`config.mk`:
```
export PLATFORM = sky130hd
export DESIGN_NAME = seg_display_scheduler
export DESIGN_NICKNAME = d
export VERILOG_FILES = /design/src/rtl/seg_display_pkg.sv /design/src/rtl/rr_pick4.sv /design/src/rtl/seg_display_scheduler.sv
export SDC_FILE = /design/constraint.sdc
export NUM_CORES = 1
export LEC_CHECK = 0
export BUFFER_PORTS_ARGS = -buffer_cell sky130_fd_sc_hd__buf_4
export CELL_PAD_IN_SITES_DETAIL_PLACEMENT = 0
export CELL_PAD_IN_SITES_GLOBAL_PLACEMENT = 1
export CORE_MARGIN = 2
export CORE_UTILIZATION = 41
export CTS_BUF_LIST = sky130_fd_sc_hd__clkbuf_4 sky130_fd_sc_hd__clkbuf_8 sky130_fd_sc_hd__clkbuf_16
export CTS_CLUSTER_DIAMETER = 120
export DETAILED_ROUTE_END_ITERATION = 8
export PLACE_DENSITY_LB_ADDON = 0.1
export SYNTH_ARGS = -nofsm -noshare
export SYNTH_HDL_FRONTEND = slang
export SYNTH_SLANG_ARGS = --single-unit
export TNS_END_PERCENT = 5
```
`constraint.sdc`:
```
create_clock -name i_clk -period 6.35 [get_ports i_clk]
set_input_delay 0.9525 -clock i_clk [delete_from_list [all_inputs] [get_ports i_clk]]
set_output_delay 0.9525 -clock i_clk [all_outputs]
set_load 0.02 [all_outputs]
```
`src/rtl/seg_display_pkg.sv`:
```
// Shared types and constants for the seven-segment display scheduler.
package seg_display_pkg;

  localparam int unsigned NUM_SRC = 4;
  localparam int unsigned DATA_W  = 16;

  // Word driven when no source has been granted yet.
  localparam logic [DATA_W-1:0] BLANK_CODE = '0;

  typedef enum logic [1:0] {
    StIdle   = 2'd0,
    StSelect = 2'd1,
    StShow   = 2'd2
  } state_e;

  function automatic logic [NUM_SRC-1:0] onehot4(input logic [1:0] idx);
    return NUM_SRC'(1) << idx;
  endfunction

endpackage

```
`src/rtl/rr_pick4.sv`:
```
// Combinational 4-way round-robin picker; the last grant has lowest priority.
module rr_pick4 (
  input  logic [3:0] req_i,
  input  logic [1:0] last_i,
  output logic [1:0] pick_o,
  output logic       any_o
);

  // Walk from the farthest candidate to the nearest so the nearest request wins.
  always_comb begin
    pick_o = last_i;
    for (int i = 4; i >= 1; i--) begin
      if (req_i[last_i + 2'(i)]) pick_o = last_i + 2'(i);
    end
  end

  assign any_o = |req_i;

endmodule

```
`src/rtl/seg_display_scheduler.sv`:
```
// Round-robin time-sharing of the 4-digit display among four requesters,
// holding each grant for a programmable dwell period.
module seg_display_scheduler
  import seg_display_pkg::*;
#(
  parameter int unsigned DWELL_CYCLES = 50_000_000,
  parameter int unsigned CNT_W        = 26
) (
  input  logic                        i_clk,
  input  logic                        i_reset,
  input  logic [NUM_SRC-1:0]          i_Req,
  input  logic [NUM_SRC*DATA_W-1:0]   i_Data,
  input  logic                        i_Lock,
  output logic [NUM_SRC-1:0]          o_Ack,
  output logic [DATA_W-1:0]           o_Data,
  output logic [1:0]                  o_Active_Source,
  output logic                        o_Blank
);

  localparam logic [CNT_W-1:0] CntMax = CNT_W'(DWELL_CYCLES - 1);

  state_e            state_q;
  logic [1:0]        last_src_q;
  logic [CNT_W-1:0]  cnt_q;

  logic [1:0]        pick;
  logic              any_req;
  logic [DATA_W-1:0] pick_word;
  logic [DATA_W-1:0] active_word;
  logic              other_req;
  logic              dwell_done;

  rr_pick4 u_pick (
    .req_i  (i_Req),
    .last_i (last_src_q),
    .pick_o (pick),
    .any_o  (any_req)
  );

  assign pick_word   = i_Data[{pick, 4'b0000} +: DATA_W];
  assign active_word = i_Data[{o_Active_Source, 4'b0000} +: DATA_W];
  assign other_req   = |(i_Req & ~onehot4(o_Active_Source));
  assign dwell_done  = (cnt_q == CntMax);

  always_ff @(posedge i_clk or posedge i_reset) begin
    if (i_reset) begin
      state_q         <= StIdle;
      last_src_q      <= 2'd3;
      cnt_q           <= '0;
      o_Ack           <= '0;
      o_Data          <= BLANK_CODE;
      o_Active_Source <= 2'd0;
      o_Blank         <= 1'b1;
    end else begin
      o_Ack <= '0;
      unique case (state_q)
        StIdle: begin
          o_Blank <= 1'b1;
          if (|i_Req) state_q <= StSelect;
        end
        StSelect: begin
          if (any_req) begin
            state_q         <= StShow;
            o_Active_Source <= pick;
            last_src_q      <= pick;
            o_Ack           <= onehot4(pick);
            cnt_q           <= '0;
            o_Blank         <= 1'b0;
            o_Data          <= pick_word;
          end else begin
            state_q <= StIdle;
            o_Blank <= 1'b1;
          end
        end
        StShow: begin
          o_Blank <= 1'b0;
          o_Data  <= active_word;
          cnt_q   <= dwell_done ? cnt_q : cnt_q + 1'b1;
          // A dropped request releases the display even while locked.
          if (!i_Req[o_Active_Source]) begin
            state_q <= StSelect;
          end else if (i_Lock) begin
            state_q <= StShow;
          end else if (dwell_done) begin
            if (other_req) state_q <= StSelect;
            else           cnt_q   <= '0;
          end
        end
        default: state_q <= StIdle;
      endcase
    end
  end

endmodule

```
==> reports/results.md <==
| Group | Quantity | Reported |
|:---|:---|:---|
| floorplan | Starting density of the core | 0.425 |
| floorplan | FP Rows | 31 |
| clocking | Setup fix buffers added after clock tree synthesis | 0 |
| synth | Post-Syn Nets | 404 |
| setup path | Worst EP required | 6.55 ns |
| setup path | Capturing point of the worst reg2reg path | o_Data[0] |
| synth | Combined area of all synthesized cells | 3100 µm² |
| setup path | Worst reg2reg path depth | 7 |
| setup path | Nature of the critical path startpoint | primary input |
| clocking | Master cell of the clock root buffer | sky130_fd_sc_hd__clkbuf_8 |
| floorplan | Chip width | 90.9 µm |
| clocking | Count of clock tree sinks | 53 |
| floorplan | Core footprint | 7290 µm² |
| sta | Transition time at the pin with the least slew margin | 1.11 ns |
| sta | Final worst clock skew | 0.00895 ns |
| clocking | TritonCTS clock tree | yes |
| synth | Mapped Cells | 332 |
| routing | Ratio of routed vias to standard cells | 5.30 |
| synth | Synth Flop Type | sky130_fd_sc_hd__dfrtp_1 |
| setup path | Top cell family by delay on the critical path | simple AND/OR/NAND/NOR gates |
| clocking | Clock-pin transition on the worst setup and hold timing paths | 0.09 ns |
| finish | Final std cell area, no fill | 3990 µm² |
| finish | Antenna diode instance count | 0 |
| clocking | Cts bufs inserted | 5 |
| routing | DRC errors left | 0 |
| setup path | Category of the critical setup timing path | in -> reg |
| finish | Storage cell area | 1330 µm² |
| sta | Minimum clock period | 3.16 ns |
| finish | Share of final-layout standard cells stronger than drive strength 1 | 0.284 |
| min path | Min-Delay Path Depth | 2 |
| grt | Remaining Overflow, GRT | 0 |
| sta | RSZ-0062 raised after global routing | false |
| synth | Number of distinct library cells after synthesis | 50 |
| power and ir drop | Post-layout power | 0.00169 W |
| finish | Net count, final | 490 |
| synth | Total of warnings raised by yosys | 0 |
| placement | Cell Area, Placed | 3860 µm² |
| synth | Number of synthesized register bits | 53 |
| synth | Fraction of registers with async set/reset | 1.00 |
| clocking | Number of hold buffers added after cts | 0 |
| clocking | H-tree depth | 2 |
| sta | Endpoints failing hold | 0 |
| min path | Hold WC Path Type | reg -> reg |
| grt | Vias in the first global route | 2,710 |
| sta | Max-Slew Margin vs Limit | 0.257 |
| sta | Portion of the clock cycle consumed by the worst path in the final layout | 0.498 |
| placement | Last weighted congestion value of the routability-driven placer | 0.845 |
| setup path | Max FO, Critical Path | 26 |
| grt | Maximum number of pins on one net before global-route repair | 54 |
| min path | Worst hold path endpoint | o_Blank |
| routing | Avg WL per Cell | 15.4 µm |
| floorplan | Die Footprint | 8260 µm² |
| routing | Violation count after the first detailed-routing iteration | 172 |
| power and ir drop | Power per cell area | 423 nW/µm² |
| grt | Antenna violations before repair | 0 |
| sta | Count of final max-slew check failures | 0 |
| power and ir drop | Leakage | 1.96 nW |
| synth | Sequential area share after synthesis | 0.429 |
| grt | Global-route wire length before repair | 13.6 mm |
| min path | Startpoint of the lowest-slack hold path | o_Blank |
| grt | Global-route usage over all layers | 0.201 |
| sta | Final worst-path setup slack | 3.19 ns |
| setup path | Standard cell with the maximum stage delay on the critical path | sky130_fd_sc_hd__or4_1 |
| finish | Fill cells | 675 |
| routing | Number of antenna-violating nets in the routed design | 0 |
| clocking | Clk buf depth | 2 |
| power and ir drop | Worst-case vdd ir drop | 170 µV |
| floorplan | I/O pins | 94 |
| synth | Synthesized area per cell | 9.33 µm² |
| finish | Multi-input logic area | 1670 µm² |
| routing | Vias | 2,745 |
| sta | Achievable clock frequency | 316 MHz |
| finish | Most common cell after layout, fill and taps aside | sky130_fd_sc_hd__buf_4 |
| synth | Number of enable-type register cells in the synthesized netlist | 0 |
| clocking | Clock latency on the worst-skew pair | 0.31 ns |
| routing | Detailed-routing iteration count for the pre-antenna-repair pass | 6 |
| finish | Post-Route Utilization | 0.548 |
| placement | Quantity of I/O buffers inserted on ports | 93 |
| floorplan | Die height | 90.9 µm |
| sta | Setup Viol. Count Final | 0 |
| setup path | FF-to-FF setup slack | 3.71 ns |
| finish | Most frequent cells in the layout | 95 x sky130_fd_sc_hd__buf_4, 63 x sky130_fd_sc_hd__nor2_1, 50 x sky130_fd_sc_hd__dfrtp_1, 33 x sky130_fd_sc_hd__mux2i_1, 20 x sky130_fd_sc_hd__nand2_1 |
| setup path | Maximum cell stage delay along the critical path | 0.54 ns |
| setup path | CP bufs+invs | 1 |
| setup path | Signal arrival time at the worst endpoint | 3.36 ns |
| routing | Post-Route WL | 7.99 mm |
| placement | HPWL Detailed | 5.75 mm |
| status | Result of the run | finished clean |
| placement | Minimum setup slack after placement | 2.84 ns |
| job | # Max-Cap Violations | 0 |
| setup path | Kind of capture point of the worst setup path | flop |
| setup path | Critical R2R Launch | state_q[0] |
| setup path | Series of cell instances along the critical path | buf_4 > or4_1 > and3b_1 > nor2_8 > or2_1 > nor2_1 > a211o_1 |
| sta | Summed negative setup slack over all endpoints | 0 ns |
| clocking | Number of cells upsized or downsized after cts | 0 |
| finish | Area Overhead vs Synth | 28.9% |
==> flip-flops by register name, summed over array words and instances, names as in the netlist <==
signal	cells
cnt_q	26
o_Data	16
o_Active_Source	2
state_q	2
o_Ack	4
o_Blank	1
last_src_q	2
==> how the worst max path moves through the flow <==
stage             start         end  slack, ns  depth (start not counted)
3_5_place_dp   i_Req[3]   o_Data[6]       2.84                          7
5_1_grt        i_Req[3]  o_Data[10]       3.00                          7
3_3_place_gp   i_Req[3]   o_Data[7]       2.90                          7
6_report       i_Req[3]  o_Data[14]       3.19                          7
2_1_floorplan  i_Req[3]   o_Data[0]       3.68                          9
4_1_cts        i_Req[3]   o_Data[6]       3.17                          7
==> cells in the mapped netlist, types with 2 or more instances <==
master,number,share of area
sky130_fd_sc_hd__nor3_1,9,0.015
sky130_fd_sc_hd__or2_1,2,0.0040
sky130_fd_sc_hd__a22o_1,4,0.011
sky130_fd_sc_hd__a21oi_1,10,0.016
sky130_fd_sc_hd__and3_1,5,0.010
sky130_fd_sc_hd__buf_2,3,0.0048
sky130_fd_sc_hd__dfstp_2,3,0.025
sky130_fd_sc_hd__o21a_1,2,0.0048
sky130_fd_sc_hd__a211o_1,17,0.048
sky130_fd_sc_hd__clkbuf_1,8,0.0097
sky130_fd_sc_hd__inv_1,5,0.0061
sky130_fd_sc_hd__xor2_1,5,0.014
sky130_fd_sc_hd__nor4b_1,2,0.0057
sky130_fd_sc_hd__mux2i_1,33,0.11
sky130_fd_sc_hd__nor2_1,63,0.076
sky130_fd_sc_hd__o21bai_1,3,0.0073
sky130_fd_sc_hd__xnor2_1,8,0.023
sky130_fd_sc_hd__or2_2,2,0.0040
sky130_fd_sc_hd__o21ai_0,10,0.016
sky130_fd_sc_hd__nand3_1,16,0.026
sky130_fd_sc_hd__a31oi_1,4,0.0081
sky130_fd_sc_hd__nor4_1,4,0.0081
sky130_fd_sc_hd__buf_6,4,0.015
sky130_fd_sc_hd__nand2_1,20,0.024
sky130_fd_sc_hd__or4_1,2,0.0048
sky130_fd_sc_hd__nor2b_1,8,0.016
sky130_fd_sc_hd__nand4_1,4,0.0081
sky130_fd_sc_hd__and4_1,3,0.0085
sky130_fd_sc_hd__dfrtp_1,50,0.40
sky130_fd_sc_hd__nand2b_1,3,0.0061
==> stage by stage <==
stage / hold slack [ns] / cells
after global placement: 0.457 / 510
final: 0.468 / 518
after floorplan: 0.433 / 332
after detailed placement: 0.459 / 510
after CTS: 0.474 / 518
after global routing: 0.484 / 518
==> worst register-to-register path, stage by stage, from the launching register on <==
cell,delay (ns)
sky130_fd_sc_hd__dfrtp_1,0.39
sky130_fd_sc_hd__nand2b_1,0.64
sky130_fd_sc_hd__nor2_1,0.15
sky130_fd_sc_hd__a41oi_4,0.19
sky130_fd_sc_hd__buf_4,0.47
sky130_fd_sc_hd__mux2i_1,0.34
sky130_fd_sc_hd__nor2_1,0.07
sky130_fd_sc_hd__a211o_1,0.28
==> power by group <==
group	switching, W	internal, W
clock	0.000113	0.000157
sequential	0.0000688	0.000439
combinational	0.000511	0.000399
total	0.000693	0.000995
==> routing by layer <==
metal / up-vias / GRT usage / routed length, µm
met4: 0 / 0.0543 / 122
met2: 95 / 0.318 / 3590
li1: 1357 / - / -
met1: 1282 / 0.277 / 3740
met3: 11 / 0.0501 / 540
met5: - / 0 / 0
==> logic make-up after synthesis <==
| group | after synthesis | share of synthesized area |
|---|---|---|
| adder cells (fa/ha/maj) | 1 | 0.00404 |
| AO/OA/AOI/OAI | 57 | 0.131 |
| flip-flops | 53 | 0.429 |
| multiplexers | 35 | 0.118 |
| AND/OR/NAND/NOR | 152 | 0.245 |
| buffers and inverters | 21 | 0.0364 |
| XOR/XNOR | 13 | 0.0368 |
==> layout make-up <==
cell class                 count  share of cell area
sequential                    53               0.333
tap                           99              0.0310
clock buffer                   5              0.0172
clock inverter                 3              0.0163
timing repair buffer          95               0.179
inverter                       5             0.00470
multi-input combinational    258               0.419
Note: power is estimated with default switching activity, not from simulation.
